===== config.mk =====
export PLATFORM = sky130hd
export DESIGN_NAME = frame_transmitter
export DESIGN_NICKNAME = d
export VERILOG_FILES = /design/src/rtl/eth_frame_pkg.sv /design/src/rtl/tx_crc32_acc.sv /design/src/rtl/frame_transmitter.sv
export SDC_FILE = /design/constraint.sdc
export NUM_CORES = 1
export LEC_CHECK = 0
export ABC_CLOCK_PERIOD_IN_PS = 5900
export CAP_MARGIN = 20
export CORE_MARGIN = 5
export CORE_UTILIZATION = 55
export CTS_CLUSTER_SIZE = 14
export DETAILED_ROUTE_END_ITERATION = 7
export PLACE_DENSITY = 0.84
export SYNTH_ARGS = -nofsm -noshare
export SYNTH_HDL_FRONTEND = slang
export SYNTH_SLANG_ARGS = --single-unit

===== constraint.sdc =====
create_clock -name iclk -period 5.9 [get_ports iclk]
set_clock_uncertainty 0.05 [all_clocks]
set_input_delay 0.59 -clock iclk [delete_from_list [all_inputs] [get_ports iclk]]
set_output_delay 0.59 -clock iclk [all_outputs]
set_load 0.01 [all_outputs]

===== src/rtl/eth_frame_pkg.sv =====
// ============================================================================
// Module : eth_frame_pkg
// Brief  : Shared Ethernet frame state codes, constants and CRC-32 step.
// Rev    : 1.0 - initial release
// ============================================================================
`default_nettype none

package eth_frame_pkg;

    typedef enum logic [2:0] {
        NO_FRAME  = 3'b000,
        PREAMBLE  = 3'b001,
        DELIMETER = 3'b010,
        DA        = 3'b011,
        SA        = 3'b100,
        LENGTH    = 3'b101,
        DATA      = 3'b110,
        FCS       = 3'b111
    } frame_state_e;

    localparam logic [7:0]  c_PREAMBLE_BYTE = 8'h55;
    localparam logic [7:0]  c_SFD_BYTE      = 8'hD5;
    localparam logic [31:0] c_CRC_PRESET    = 32'hFFFF_FFFF;
    localparam logic [31:0] c_CRC_POLY_REFL = 32'hEDB8_8320;

    // Reflected CRC-32 over one byte, LSB of the byte first.
    function automatic logic [31:0] eth_crc32_8d(input logic [7:0] data,
                                                 input logic [31:0] crc);
        logic [31:0] c;
        c = crc;
        for (int i = 0; i < 8; i++) begin
            if (c[0] ^ data[i]) c = (c >> 1) ^ c_CRC_POLY_REFL;
            else                c = c >> 1;
        end
        return c;
    endfunction

endpackage

`default_nettype wire


===== src/rtl/tx_crc32_acc.sv =====
// ============================================================================
// Module : tx_crc32_acc
// Brief  : Byte-wide CRC-32 accumulator with synchronous preset.
// Rev    : 1.0 - initial release
// ============================================================================
`default_nettype none

module tx_crc32_acc
    import eth_frame_pkg::*;
(
    input  logic        clk_i,
    input  logic        rst_i,
    input  logic        preset_i,
    input  logic        en_i,
    input  logic [7:0]  data_i,
    output logic [31:0] crc_o
);

    logic [31:0] crc_q;

    always_ff @(posedge clk_i or posedge rst_i) begin
        if (rst_i) begin
            crc_q <= c_CRC_PRESET;
        end else if (preset_i) begin
            crc_q <= c_CRC_PRESET;
        end else if (en_i) begin
            crc_q <= eth_crc32_8d(data_i, crc_q);
        end
    end

    assign crc_o = crc_q;

endmodule

`default_nettype wire


===== src/rtl/frame_transmitter.sv =====
// ============================================================================
// Module : frame_transmitter
// Brief  : GMII-style Ethernet frame transmitter with padding, FCS and IFG.
// Rev    : 1.0 - initial release
// ============================================================================
`default_nettype none

module frame_transmitter
    import eth_frame_pkg::*;
#(
    parameter int IFG_CYCLES  = 12,
    parameter int MIN_PAYLOAD = 46,
    parameter int MAX_PAYLOAD = 1500
) (
    input  logic        iclk,
    input  logic        irst,
    input  logic        istart,
    input  logic [47:0] ida,
    input  logic [47:0] isa,
    input  logic [15:0] ilen,
    input  logic [7:0]  idata,
    input  logic        ivalid,
    input  logic        ilast,
    output logic        o_ready,
    output logic [7:0]  otx_data,
    output logic        otx_en,
    output logic        otx_er,
    output logic [2:0]  o_state,
    output logic        o_busy,
    output logic        o_error
);

    // The state names the byte being issued into the output register this
    // cycle, so the wire lags the reported state by one cycle.
    typedef enum logic [3:0] {
        S_IDLE = {1'b0, NO_FRAME},
        S_PRE  = {1'b0, PREAMBLE},
        S_SFD  = {1'b0, DELIMETER},
        S_DA   = {1'b0, DA},
        S_SA   = {1'b0, SA},
        S_LEN  = {1'b0, LENGTH},
        S_DATA = {1'b0, DATA},
        S_FCS  = {1'b0, FCS},
        S_IFG  = 4'b1000
    } tx_state_e;

    tx_state_e   state_q, state_d;
    logic [15:0] cnt_q, cnt_d, cnt_inc;
    logic        pad_q, pad_d;
    logic [47:0] da_q, da_d, sa_q, sa_d, da_sh, sa_sh;
    logic [15:0] len_q, len_d, len_sh;
    logic [7:0]  tx_data_q, tx_data_d;
    logic        tx_en_q, tx_en_d, tx_er_q, tx_er_d, err_q, err_d;
    logic        crc_preset, crc_en;
    logic [31:0] crc_val, fcs_sh;

    tx_crc32_acc u_crc (
        .clk_i    (iclk),
        .rst_i    (irst),
        .preset_i (crc_preset),
        .en_i     (crc_en),
        .data_i   (tx_data_d),
        .crc_o    (crc_val)
    );

    assign o_ready  = (state_q == S_DATA) && !pad_q && (cnt_q != 16'(MAX_PAYLOAD));
    assign o_busy   = (state_q != S_IDLE);
    assign o_state  = state_q[2:0];
    assign otx_data = tx_data_q;
    assign otx_en   = tx_en_q;
    assign otx_er   = tx_er_q;
    assign o_error  = err_q;

    always_comb begin
        state_d    = state_q;
        cnt_d      = cnt_q;
        pad_d      = pad_q;
        da_d       = da_q;
        sa_d       = sa_q;
        len_d      = len_q;
        tx_data_d  = 8'h00;
        tx_en_d    = 1'b0;
        tx_er_d    = 1'b0;
        err_d      = 1'b0;
        crc_preset = 1'b0;
        crc_en     = 1'b0;
        cnt_inc    = cnt_q + 16'd1;
        da_sh      = da_q << {cnt_q[2:0], 3'b000};
        sa_sh      = sa_q << {cnt_q[2:0], 3'b000};
        len_sh     = len_q << {cnt_q[0], 3'b000};
        fcs_sh     = (~crc_val) >> {cnt_q[1:0], 3'b000};

        case (state_q)
            S_IDLE: begin
                if (istart) begin
                    da_d      = ida;
                    sa_d      = isa;
                    len_d     = ilen;
                    tx_data_d = c_PREAMBLE_BYTE;
                    tx_en_d   = 1'b1;
                    state_d   = S_PRE;
                    cnt_d     = 16'd1;
                end
            end
            S_PRE: begin
                tx_data_d = c_PREAMBLE_BYTE;
                tx_en_d   = 1'b1;
                cnt_d     = cnt_inc;
                if (cnt_q == 16'd6) begin
                    state_d = S_SFD;
                    cnt_d   = '0;
                end
            end
            S_SFD: begin
                tx_data_d  = c_SFD_BYTE;
                tx_en_d    = 1'b1;
                crc_preset = 1'b1;
                state_d    = S_DA;
                cnt_d      = '0;
            end
            S_DA, S_SA: begin
                tx_data_d = (state_q == S_DA) ? da_sh[47:40] : sa_sh[47:40];
                tx_en_d   = 1'b1;
                crc_en    = 1'b1;
                cnt_d     = cnt_inc;
                if (cnt_q == 16'd5) begin
                    state_d = (state_q == S_DA) ? S_SA : S_LEN;
                    cnt_d   = '0;
                end
            end
            S_LEN: begin
                tx_data_d = len_sh[15:8];
                tx_en_d   = 1'b1;
                crc_en    = 1'b1;
                cnt_d     = cnt_inc;
                if (cnt_q == 16'd1) begin
                    state_d = S_DATA;
                    cnt_d   = '0;
                    pad_d   = 1'b0;
                end
            end
            S_DATA: begin
                if (pad_q) begin
                    tx_en_d = 1'b1;
                    crc_en  = 1'b1;
                    cnt_d   = cnt_inc;
                    if (cnt_inc >= 16'(MIN_PAYLOAD)) begin
                        state_d = S_FCS;
                        cnt_d   = '0;
                        pad_d   = 1'b0;
                    end
                end else if (ivalid && (cnt_q != 16'(MAX_PAYLOAD))) begin
                    tx_data_d = idata;
                    tx_en_d   = 1'b1;
                    crc_en    = 1'b1;
                    cnt_d     = cnt_inc;
                    if (ilast) begin
                        if (cnt_inc >= 16'(MIN_PAYLOAD)) begin
                            state_d = S_FCS;
                            cnt_d   = '0;
                        end else begin
                            pad_d = 1'b1;
                        end
                    end
                end else begin
                    // Underrun, or payload limit reached without ilast.
                    tx_en_d = 1'b1;
                    tx_er_d = 1'b1;
                    err_d   = 1'b1;
                    state_d = S_IFG;
                    cnt_d   = '0;
                end
            end
            S_FCS: begin
                tx_data_d = fcs_sh[7:0];
                tx_en_d   = 1'b1;
                cnt_d     = cnt_inc;
                if (cnt_q == 16'd3) begin
                    state_d = S_IFG;
                    cnt_d   = '0;
                end
            end
            S_IFG: begin
                // One extra cycle covers the final byte still on the wire.
                cnt_d = cnt_inc;
                if (cnt_q == 16'(IFG_CYCLES)) begin
                    state_d = S_IDLE;
                    cnt_d   = '0;
                end
            end
            default: begin
                state_d = S_IDLE;
                cnt_d   = '0;
            end
        endcase
    end

    always_ff @(posedge iclk or posedge irst) begin
        if (irst) begin
            state_q   <= S_IDLE;
            cnt_q     <= '0;
            pad_q     <= 1'b0;
            da_q      <= '0;
            sa_q      <= '0;
            len_q     <= '0;
            tx_data_q <= 8'h00;
            tx_en_q   <= 1'b0;
            tx_er_q   <= 1'b0;
            err_q     <= 1'b0;
        end else begin
            state_q   <= state_d;
            cnt_q     <= cnt_d;
            pad_q     <= pad_d;
            da_q      <= da_d;
            sa_q      <= sa_d;
            len_q     <= len_d;
            tx_data_q <= tx_data_d;
            tx_en_q   <= tx_en_d;
            tx_er_q   <= tx_er_d;
            err_q     <= err_d;
        end
    end

endmodule

`default_nettype wire


==> run_results.csv, run 1 <==
group,metric,value,unit
finish,num-fill-cells,1232,
floorplan,die_w,141,um
global_route,grt_pass1_wl,37.6,mm
synth,synth.avg_cell_area,12.0,um^2
place,place_ws,1860,ps
floorplan,floorplan.initialDensity,55.3,%
global_route,grt-ovfl-total,0,
critical_path,worstSetupPathType,"reg -> reg",
place,portBuffers,140,
critical_path,cp-start-kind,"flip-flop",
sta,setup_tns,0,ps
cts,tritoncts,"done",
cts,cts_num_sinks,175,
synth,syn_nets,915,
critical_path,slowest_stage,"dfrtp_2",
power_and_ir_drop,powerDensity,210,mW/mm^2
global_route,grt_max_degree,95,
cts,cts-root-buf,"clkbuf_16",
finish,nets,1023,
route,vias,6863,
route,drt-pass1-iter-count,6,
critical_path,critPathTopFamily,"XOR/XNOR gates",
place,dpl.hpwl,16.7,mm
route,drt_wl_total,23.7,mm
route,met1_length,9.66,mm
finish,layout-drive-gt1-share,27.2,%
flow_run,maxCapViolCount,0,
critical_path,crit_required,6190,ps
route,drc,0,
sta,slew_viol_final,0,
floorplan,io_pins,141,
global_route,grt_pass1_vias,6938,
route,drt-initial-drc-count,740,
critical_path,arrival,4440,ps
critical_path,crit_chain,"inv_2 > ha_1 > nor4b_1 > nand4_1 > and2_1 > a21o_1 > a31oi_1 > xnor2_1 > xnor3_1 > xnor2_1 > o21ai_0",
critical_path,path_max_fanout,22,
sta,tightestPinTransition,995,ps
sta,slew_headroom,33.7,%
outcome,status,"finished, final reports clean",
sta,fmax,241,MHz
global_route,antenna_found_initial,0,
route,wire_per_inst,21.0,um
finish,area_delta_synth_final,22.1,%
cts,cts.hold.buffers_added,0,
synth,netlist_instances,786,
cts,clkTransAtPathRegs,70,ps
route,via_per_inst,6.06,
critical_path,critPathBufInv,1,
sta,hold_viol,0,
synth,yosys.area.top_type,"dfrtp_1",
critical_path,cp_slowest_stage_delay,580,ps
critical_path,end_kind,"flip-flop",
sta,grt_setup_unrepaired,"no",
cts,cts_resized,0,
synth,synth_area_leaders,"dfrtp_1, mux2_2, dfstp_2",
cts,numCtsBuffers,17,
route,postRouteAntennaNets,0,
power_and_ir_drop,peakVddDrop,207,uV
cts,h-tree-depth,4,
synth,yosysWarnings,0,
sta,final.min_clock_period,4150,ps
place,gp_congestion,0.920,
synth,ys_seq_area_share,46.7,%
sta,fin_crit_sh,70.3,%
synth,synth_top_area_share,37.8,%
floorplan,die_area,0.0199,mm^2
critical_path,cpMostUsedCell,"xnor2_1",
finish,antenna_cells,0,
floorplan,num_rows,48,
cts,clockBufferDepth,2,
floorplan,core,0.0171,mm^2
cts,clk_latency,440,ps
min_path,hold_class,"reg -> reg",
sta,setup_slack,1750,ps
synth,synth_edf_count,0,
route,wl_met2,11.4,mm
synth,synth-seq-cells,175,
route,met3_length,2.03,mm
synth,synthesis.area,0.00947,mm^2
synth,synth_ff_type,"dfrtp_1",
cts,cts_setup_buffers,0,
sta,final-setup-viol-count,0,
power_and_ir_drop,p_leak,5.01,nW
global_route,grt_usage,24.1,%
floorplan,die_h,141,um
synth,synthArstFlopShare,100,%
synth,yosysUniqueCellTypes,75,
route,top_layer,"met4",
-- area by class of cell --
type / count / area (um^2) / share of cell area, %
inverter: 14 / 57.6 / 0.498
clock buffer: 18 / 429 / 3.71
tap: 225 / 282 / 2.43
sequential: 175 / 4420 / 38.2
timing repair buffer: 151 / 1480 / 12.8
multi-input combinational: 535 / 4730 / 40.9
clock inverter: 14 / 159 / 1.37
-- synthesized netlist by cell type, types with 3 or more instances --
master and number:
dfrtp_1 143, mux2_2 112, a21oi_1 45, clkbuf_1 42, xnor2_1 39, nor3_1 37, dfstp_2 32, o21ai_0 29
mux4_2 28, nand3_1 28, nand2_1 26, nor2_1 25, xor2_1 20, mux2i_1 14, inv_1 13, a31oi_1 11
buf_2 10, nor4_1 8, and3_1 6, buf_4 6, nand4_1 6, and2_1 5, o31ai_1 5, xnor2_2 5
ha_1 4, nand2b_1 4, o21a_1 4, o22ai_1 4, xnor3_1 4, a21o_1 3, o21ai_1 3, o221ai_1 3
or3_1 3, xor2_4 3
-- layer usage --
metal,up-vias,global-route usage [%]
met5,-,0
met4,0,8.77
met3,40,6.00
met2,306,38.2
met1,3435,32.5
li1,3082,-
-- worst reg2reg max path, delay by kind of cell (launching register included) --
kind            cells  cell delay (ps)
buf+inv             1              420
simple gates        3              930
flops               1              580
xor+xnor            3             1030
compound gates      3              770
fa+ha+maj           1              290
-- logic make-up after synthesis --
kind of cell | share of synthesized area [%]
AND/OR/NAND/NOR | 10.2
AO/OA/AOI/OAI | 8.54
flip-flops | 46.7
XOR/XNOR | 9.01
buffers and inverters | 3.54
adder cells (fa/ha/maj) | 0.529
multiplexers | 21.5
-- where the power goes --
part / internal (mW) / leakage, nW / switching [mW]
combinational: 0.0736 / 2.46 / 0.0405
sequential: 1.20 / 2.26 / 0
clock: 0.571 / 0.286 / 0.546
total: 1.84 / 5.01 / 0.587
-- placed cells by master, fill, tap and decap left out, types with 5 or more instances in the layout --
cell,Yosys,routed
xor2_1,20,20
mux2i_1,14,14
and3_1,6,6
nand2_1,26,25
dfrtp_1,143,142
nand3_1,28,28
xnor2_2,5,5
a21oi_1,45,45
mux2_2,112,112
dfstp_2,32,32
inv_8,0,6
a31oi_1,11,11
inv_1,13,12
mux4_2,28,28
nor2_1,25,25
o31ai_1,5,5
xnor2_1,39,39
nor4_1,8,7
clkbuf_16,0,17
o21ai_0,29,29
clkdlybuf4s50_1,0,140
buf_4,6,10
nor3_1,37,37
and2_1,5,5
nand4_1,6,6
-- through the flow --
stage	total power, mW	hold slack (ps)	cells	area [um^2]	util, %
floorplan	1.24	421	786	9470	-
global placement	1.34	433	1098	11000	64.0
detailed placement	1.34	437	1098	11000	64.0
CTS	2.45	453	1130	11500	67.5
global route	2.50	468	1132	11600	67.6
finish	2.43	450	1132	11600	67.6
-- worst paths after layout --
| kind | start | to | slack, ps | cells past startpoint |
|---|---|---|---|---|
| hold / removal | sa_q[22] | sa_q[22] | 450 | 1 |
| min in group asynchronous | irst | da_q[44] | 660 | 2 |
| max in group asynchronous | irst | da_q[31] | 4010 | 3 |
| setup / recovery | cnt_q[0] | u_crc.crc_o[23] | 1750 | 11 |
| hold reg to reg | sa_q[22] | sa_q[22] | 450 | 1 |
| setup reg to reg | cnt_q[0] | u_crc.crc_o[23] | 1750 | 11 |
-- flip-flops by register name, summed over array words and instances, names as in the netlist --
register	flops
cnt_q	16
u_crc.crc_o	32
otx_en	1
pad_q	1
otx_data	8
sa_q	48
da_q	48
len_q	16
o_error	1
state_q	4
(Power assumes the default switching activity.)
==> run 2: changes to the inputs <==
ABC_CLOCK_PERIOD_IN_PS = 3690   (was 5900)
CORE_UTILIZATION = 50   (was 55)
PLACE_DENSITY = 0.81   (was 0.84)
clock period = 3.69 ns   (was 5.9 ns; I/O delays follow)
==> run 2 against run 1 <==
  * Combinational power increased by 61%
  * Non-clock buffer count increased by 22
  * Sequential share of layout area decreased by 0.66 points
  * Sequential power increased by 60%
  * Global-route usage decreased by 2.0 points
  * Via count increased by 0.44%
  * Final cell count increased by 2.7%
  * Critical path type unchanged
  * Critical endpoint is now u_crc.crc_o[18]
==> run_results.csv, run 2 (same netlist as run 1, synthesis figures left out) <==
group,metric,value,unit
floorplan,io_pins,141,
finish,layout-drive-gt1-share,29.3,%
outcome,status,"finished, final reports clean",
finish,antenna_cells,0,
cts,cts_setup_buffers,0,
sta,fin_crit_sh,92.8,%
route,via_per_inst,5.93,
critical_path,path_max_fanout,12,
floorplan,die_h,148,um
global_route,grt_pass1_wl,38.2,mm
route,drt-initial-drc-count,523,
cts,clockBufferDepth,2,
cts,cts.hold.buffers_added,0,
power_and_ir_drop,power.total,3.86,mW
power_and_ir_drop,p_sw_share,23.1,%
critical_path,worstSetupPathType,"reg -> reg",
finish,final_cell_mix,"dfrtp_1, clkdlybuf4s50_1, mux2_2",
sta,fmax,292,MHz
global_route,grt_max_degree,176,
sta,setup_tns,0,ps
min_path,hold_class,"reg -> reg",
route,drt_wl_total,23.8,mm
power_and_ir_drop,p_comb_share,4.8,%
finish,area_delta_synth_final,24.3,%
cts,h-tree-depth,4,
floorplan,core,0.0187,mm^2
cts,numCtsBuffers,17,
route,wire_per_inst,20.4,um
route,drt-pass1-iter-count,5,
critical_path,cp-start-kind,"flip-flop",
sta,final-setup-viol-count,0,
power_and_ir_drop,clkPwrFrac,45.5,%
place,portBuffers,140,
power_and_ir_drop,switching_power,891,uW
floorplan,floorplan.initialDensity,50.6,%
critical_path,arrival,3740,ps
route,postRouteAntennaNets,0,
power_and_ir_drop,peakVddDrop,334,uV
power_and_ir_drop,intPower,2.97,mW
global_route,grt-ovfl-total,0,
cts,clk_latency,430,ps
cts,cts_num_sinks,175,
cts,cts-root-buf,"clkbuf_16",
sta,slew_headroom,38.8,%
finish,final_common_cell,"dfrtp_1",
sta,hold_viol,0,
critical_path,crit_required,4000,ps
route,vias,6893,
power_and_ir_drop,pwr-share-seq,49.8,%
power_and_ir_drop,powerDensity,328,mW/mm^2
sta,final.min_clock_period,3430,ps
critical_path,end_kind,"flip-flop",
sta,tightestPinTransition,918,ps
global_route,antenna_found_initial,0,
cts,cts_resized,0,
floorplan,num_rows,50,
floorplan,die_w,148,um
global_route,grt_pass1_vias,6980,
route,drc,0,
global_route,grt_usage,22.1,%
sta,slew_viol_final,0,
finish,nets,1045,
power_and_ir_drop,p_leak,5.12,nW
place,dpl.hpwl,16.9,mm
floorplan,die_area,0.0218,mm^2
place,gp_congestion,0.907,
cts,clkTransAtPathRegs,70,ps
cts,tritoncts,"done",
flow_run,maxCapViolCount,0,
sta,grt_setup_unrepaired,"no",
[run 2: per-stage QoR]
step           area (um^2)  util (%)  worst slack, ps  instances  hold WS [ps]
2_1_floorplan         9470         -              182        786           421
3_3_place_gp         11200      59.8              312       1131           430
3_5_place_dp         11200      59.8              254       1131           439
4_1_cts              11800      62.9              206       1163           457
5_1_grt              11800      62.9              124       1163           468
6_report             11800      62.9              264       1163           455
[run 2: critical path, cell delays in order (launching register included)]
cell and delay [ps]:
dfrtp_1 420, nand4bb_4 440, buf_4 290, mux4_2 470, nand2_1 90, nand3_1 100
a21oi_1 280, buf_4 190, xnor2_1 290, xnor2_2 240, xnor3_1 350, a21oi_1 140
[run 2: routing by layer]
layer | track usage [%] | vias to the layer above | share of wire, %
li1 | - | 3130 | -
met2 | 36.0 | 284 | 49
met3 | 5.46 | 33 | 7.4
met1 | 29.7 | 3446 | 41
met4 | 6.38 | 0 | 2.2
met5 | 0 | - | 0
[run 2: area by class of cell]
| cell class | count | area [um^2] |
|---|---|---|
| fill | 1404 | 6940 |
| multi-input combinational | 535 | 4740 |
| sequential | 175 | 4420 |
| timing repair buffer | 173 | 1690 |
| clock buffer | 19 | 453 |
| tap | 234 | 293 |
| clock inverter | 13 | 118 |
| inverter | 14 | 56.3 |
[run 2: worst paths after layout]
kind | startpoint | to | slack (ps) | cells after the start
max in group asynchronous | irst | state_q[1] | 2390 | 3
worst max-delay path | state_q[3] | u_crc.crc_o[18] | 260 | 11
worst min-delay path | len_q[9] | len_q[9] | 450 | 1
worst min register to register | len_q[9] | len_q[9] | 450 | 1
worst max register to register | state_q[3] | u_crc.crc_o[18] | 260 | 11
min in group asynchronous | irst | da_q[38] | 520 | 3
[run 2: power by group through the flow]
stage	clock network, mW	logic, mW	registers [mW]
2_1_floorplan	0	0.0309	1.95
3_3_place_gp	0	0.186	1.95
3_5_place_dp	0	0.187	1.95
4_1_cts	1.79	0.188	1.92
5_1_grt	1.86	0.199	1.92
6_report	1.75	0.184	1.92
==> run 3: changes to the inputs <==
MAX_ROUTING_LAYER = met4   (was default)
==> run 3 against run 2 <==
  * Via count fell by 0.38%
  * Final cell count barely moved
  * Routed wire length fell by 1.4%
  * Sequential power barely moved
  * Worst hold slack got worse by 100 ps
  * Flip-flop and latch count did not move
  * Clock-buffer cell count did not move
  * Clock power rose by 3%
  * Sequential share of layout area fell by 0.11 points
  * Critical path type unchanged
  * Critical endpoint is now u_crc.crc_o[23]
  * Largest cell class unchanged
==> run_results.csv, run 3 (same netlist as run 1, synthesis figures left out) <==
group,metric,value,unit
outcome,status,"finished, final reports clean",
cts,cts_num_sinks,175,
route,drc,0,
finish,layout-drive-gt1-share,29.1,%
route,vias,6867,
floorplan,core,0.0187,mm^2
floorplan,die_h,148,um
floorplan,num_rows,50,
route,drt_wl_total,23.4,mm
sta,slew_viol_final,0,
critical_path,end_kind,"flip-flop",
global_route,grt_pass1_wl,37.9,mm
critical_path,critPathBufInv,1,
cts,h-tree-depth,4,
floorplan,floorplan.initialDensity,50.6,%
sta,setup_slack,204,ps
power_and_ir_drop,p_leak,5.13,nW
critical_path,reg2reg_to,"u_crc.crc_o[23]",
critical_path,r2r_setup_slack,200,ps
sta,setup_tns,0,ps
finish,antenna_cells,0,
cts,tritoncts,"done",
power_and_ir_drop,switching_power,922,uW
sta,tightestPinTransition,781,ps
finish,nets,1046,
critical_path,r2r_cells,10,
floorplan,io_pins,141,
flow_run,maxCapViolCount,0,
global_route,grt-ovfl-total,0,
finish,final_common_cell,"dfrtp_1",
place,dpl_cell_area,0.0112,mm^2
cts,cts-root-buf,"clkbuf_16",
place,portBuffers,140,
cts,cts_setup_buffers,0,
global_route,grt_max_degree,106,
critical_path,path_max_fanout,14,
power_and_ir_drop,intPower,2.98,mW
critical_path,worstSetupPathType,"reg -> reg",
cts,cts.hold.buffers_added,0,
cts,clkTransAtPathRegs,70,ps
critical_path,arrival,3780,ps
power_and_ir_drop,clkPwrFrac,46.1,%
floorplan,die_area,0.0218,mm^2
critical_path,cp_slowest_stage_delay,610,ps
floorplan,die_w,148,um
place,gp_congestion,0.960,
critical_path,slowest_stage,"dfrtp_1",
place,place_ws,231,ps
sta,hold_viol,0,
critical_path,crit_chain,"and4bb_1 > buf_4 > mux4_2 > a211oi_1 > nand4_1 > xor2_2 > xnor2_2 > xnor3_1 > xnor2_1 > o21ai_0",
global_route,antenna_found_initial,0,
critical_path,timing.rr.start,"state_q[1]",
power_and_ir_drop,p_sw_share,23.6,%
critical_path,crit_required,3980,ps
cts,clk_latency,430,ps
power_and_ir_drop,peakVddDrop,318,uV
cts,numCtsBuffers,17,
cts,clockBufferDepth,2,
route,drt-pass1-iter-count,5,
power_and_ir_drop,pwr-share-seq,49.2,%
sta,final-setup-viol-count,0,
global_route,grt_usage,22.7,%
min_path,hold_class,"in -> async",
finish,utilization,63.1,%
route,drt-initial-drc-count,609,
cts,cts_resized,0,
critical_path,critPathTopFamily,"XOR/XNOR gates",
route,wire_per_inst,20.1,um
sta,fin_crit_sh,94.5,%
place,dpl.hpwl,16.9,mm
route,postRouteAntennaNets,0,
sta,final.min_clock_period,3490,ps
sta,slew_headroom,47.5,%
finish,final_cell_mix,"dfrtp_1, clkdlybuf4s50_1, mux2_2",
global_route,grt_pass1_vias,7019,
power_and_ir_drop,powerDensity,331,mW/mm^2
power_and_ir_drop,p_comb_share,4.8,%
sta,grt_setup_unrepaired,"no",
sta,fmax,287,MHz
finish,area_delta_synth_final,24.6,%
finish,stdcell_area,0.0118,mm^2
critical_path,cp-start-kind,"flip-flop",
route,via_per_inst,5.90,
-- run 3: worst max-delay path by stage --
stage / cells after the start / endpoint / slack [ps] / start
after detailed placement: 10 / u_crc.crc_o[26] / 230 / state_q[1]
final: 10 / u_crc.crc_o[23] / 200 / state_q[1]
after global placement: 10 / u_crc.crc_o[26] / 340 / state_q[1]
after floorplan: 14 / u_crc.crc_o[26] / 180 / cnt_q[1]
after CTS: 10 / u_crc.crc_o[26] / 220 / state_q[1]
after global routing: 10 / u_crc.crc_o[4] / 5 / state_q[1]
-- run 3: layout make-up --
class                           instances  area, um^2
Clock buffer                           19         453
Clock inverter                         13         139
Fill cell                            1409        6900
Inverter                               14        56.3
Multi-Input combinational cell        535        4730
Sequential cell                       175        4420
Tap cell                              234         293
Timing Repair Buffer                  174        1710
-- run 3: metal layers --
| metal | track usage [%] | up-vias | part of all wire (%) |
|---|---|---|---|
| met3 | 4.97 | 51 | 7.2 |
| li1 | - | 3128 | - |
| met1 | 30.5 | 3409 | 43 |
| met5 | - | - | 0 |
| met2 | 34.6 | 279 | 47 |
| met4 | 7.32 | 0 | 2.7 |
-- run 3: metrics by stage --
stage	total power [mW]	hold WS [ps]	std cells
2_1_floorplan	1.99	421	786
4_1_cts	3.93	396	1164
3_5_place_dp	2.14	437	1132
5_1_grt	4.02	408	1164
3_3_place_gp	2.15	431	1132
6_report	3.90	354	1164
-- run 3: tightest hold or removal path: cells and delay by family --
| kind | cells | cell delay (ps) |
|---|---|---|
| buffers and inverters | 3 | 890 |
-- run 3: power by group through the flow --
stage                     sequential (mW)  clock [mW]  combinational, mW
after floorplan                      1.95           0             0.0309
after global placement               1.95           0              0.191
after detailed placement             1.95           0              0.190
after CTS                            1.92        1.82              0.190
after global routing                 1.92        1.90              0.202
final                                1.92        1.80              0.186
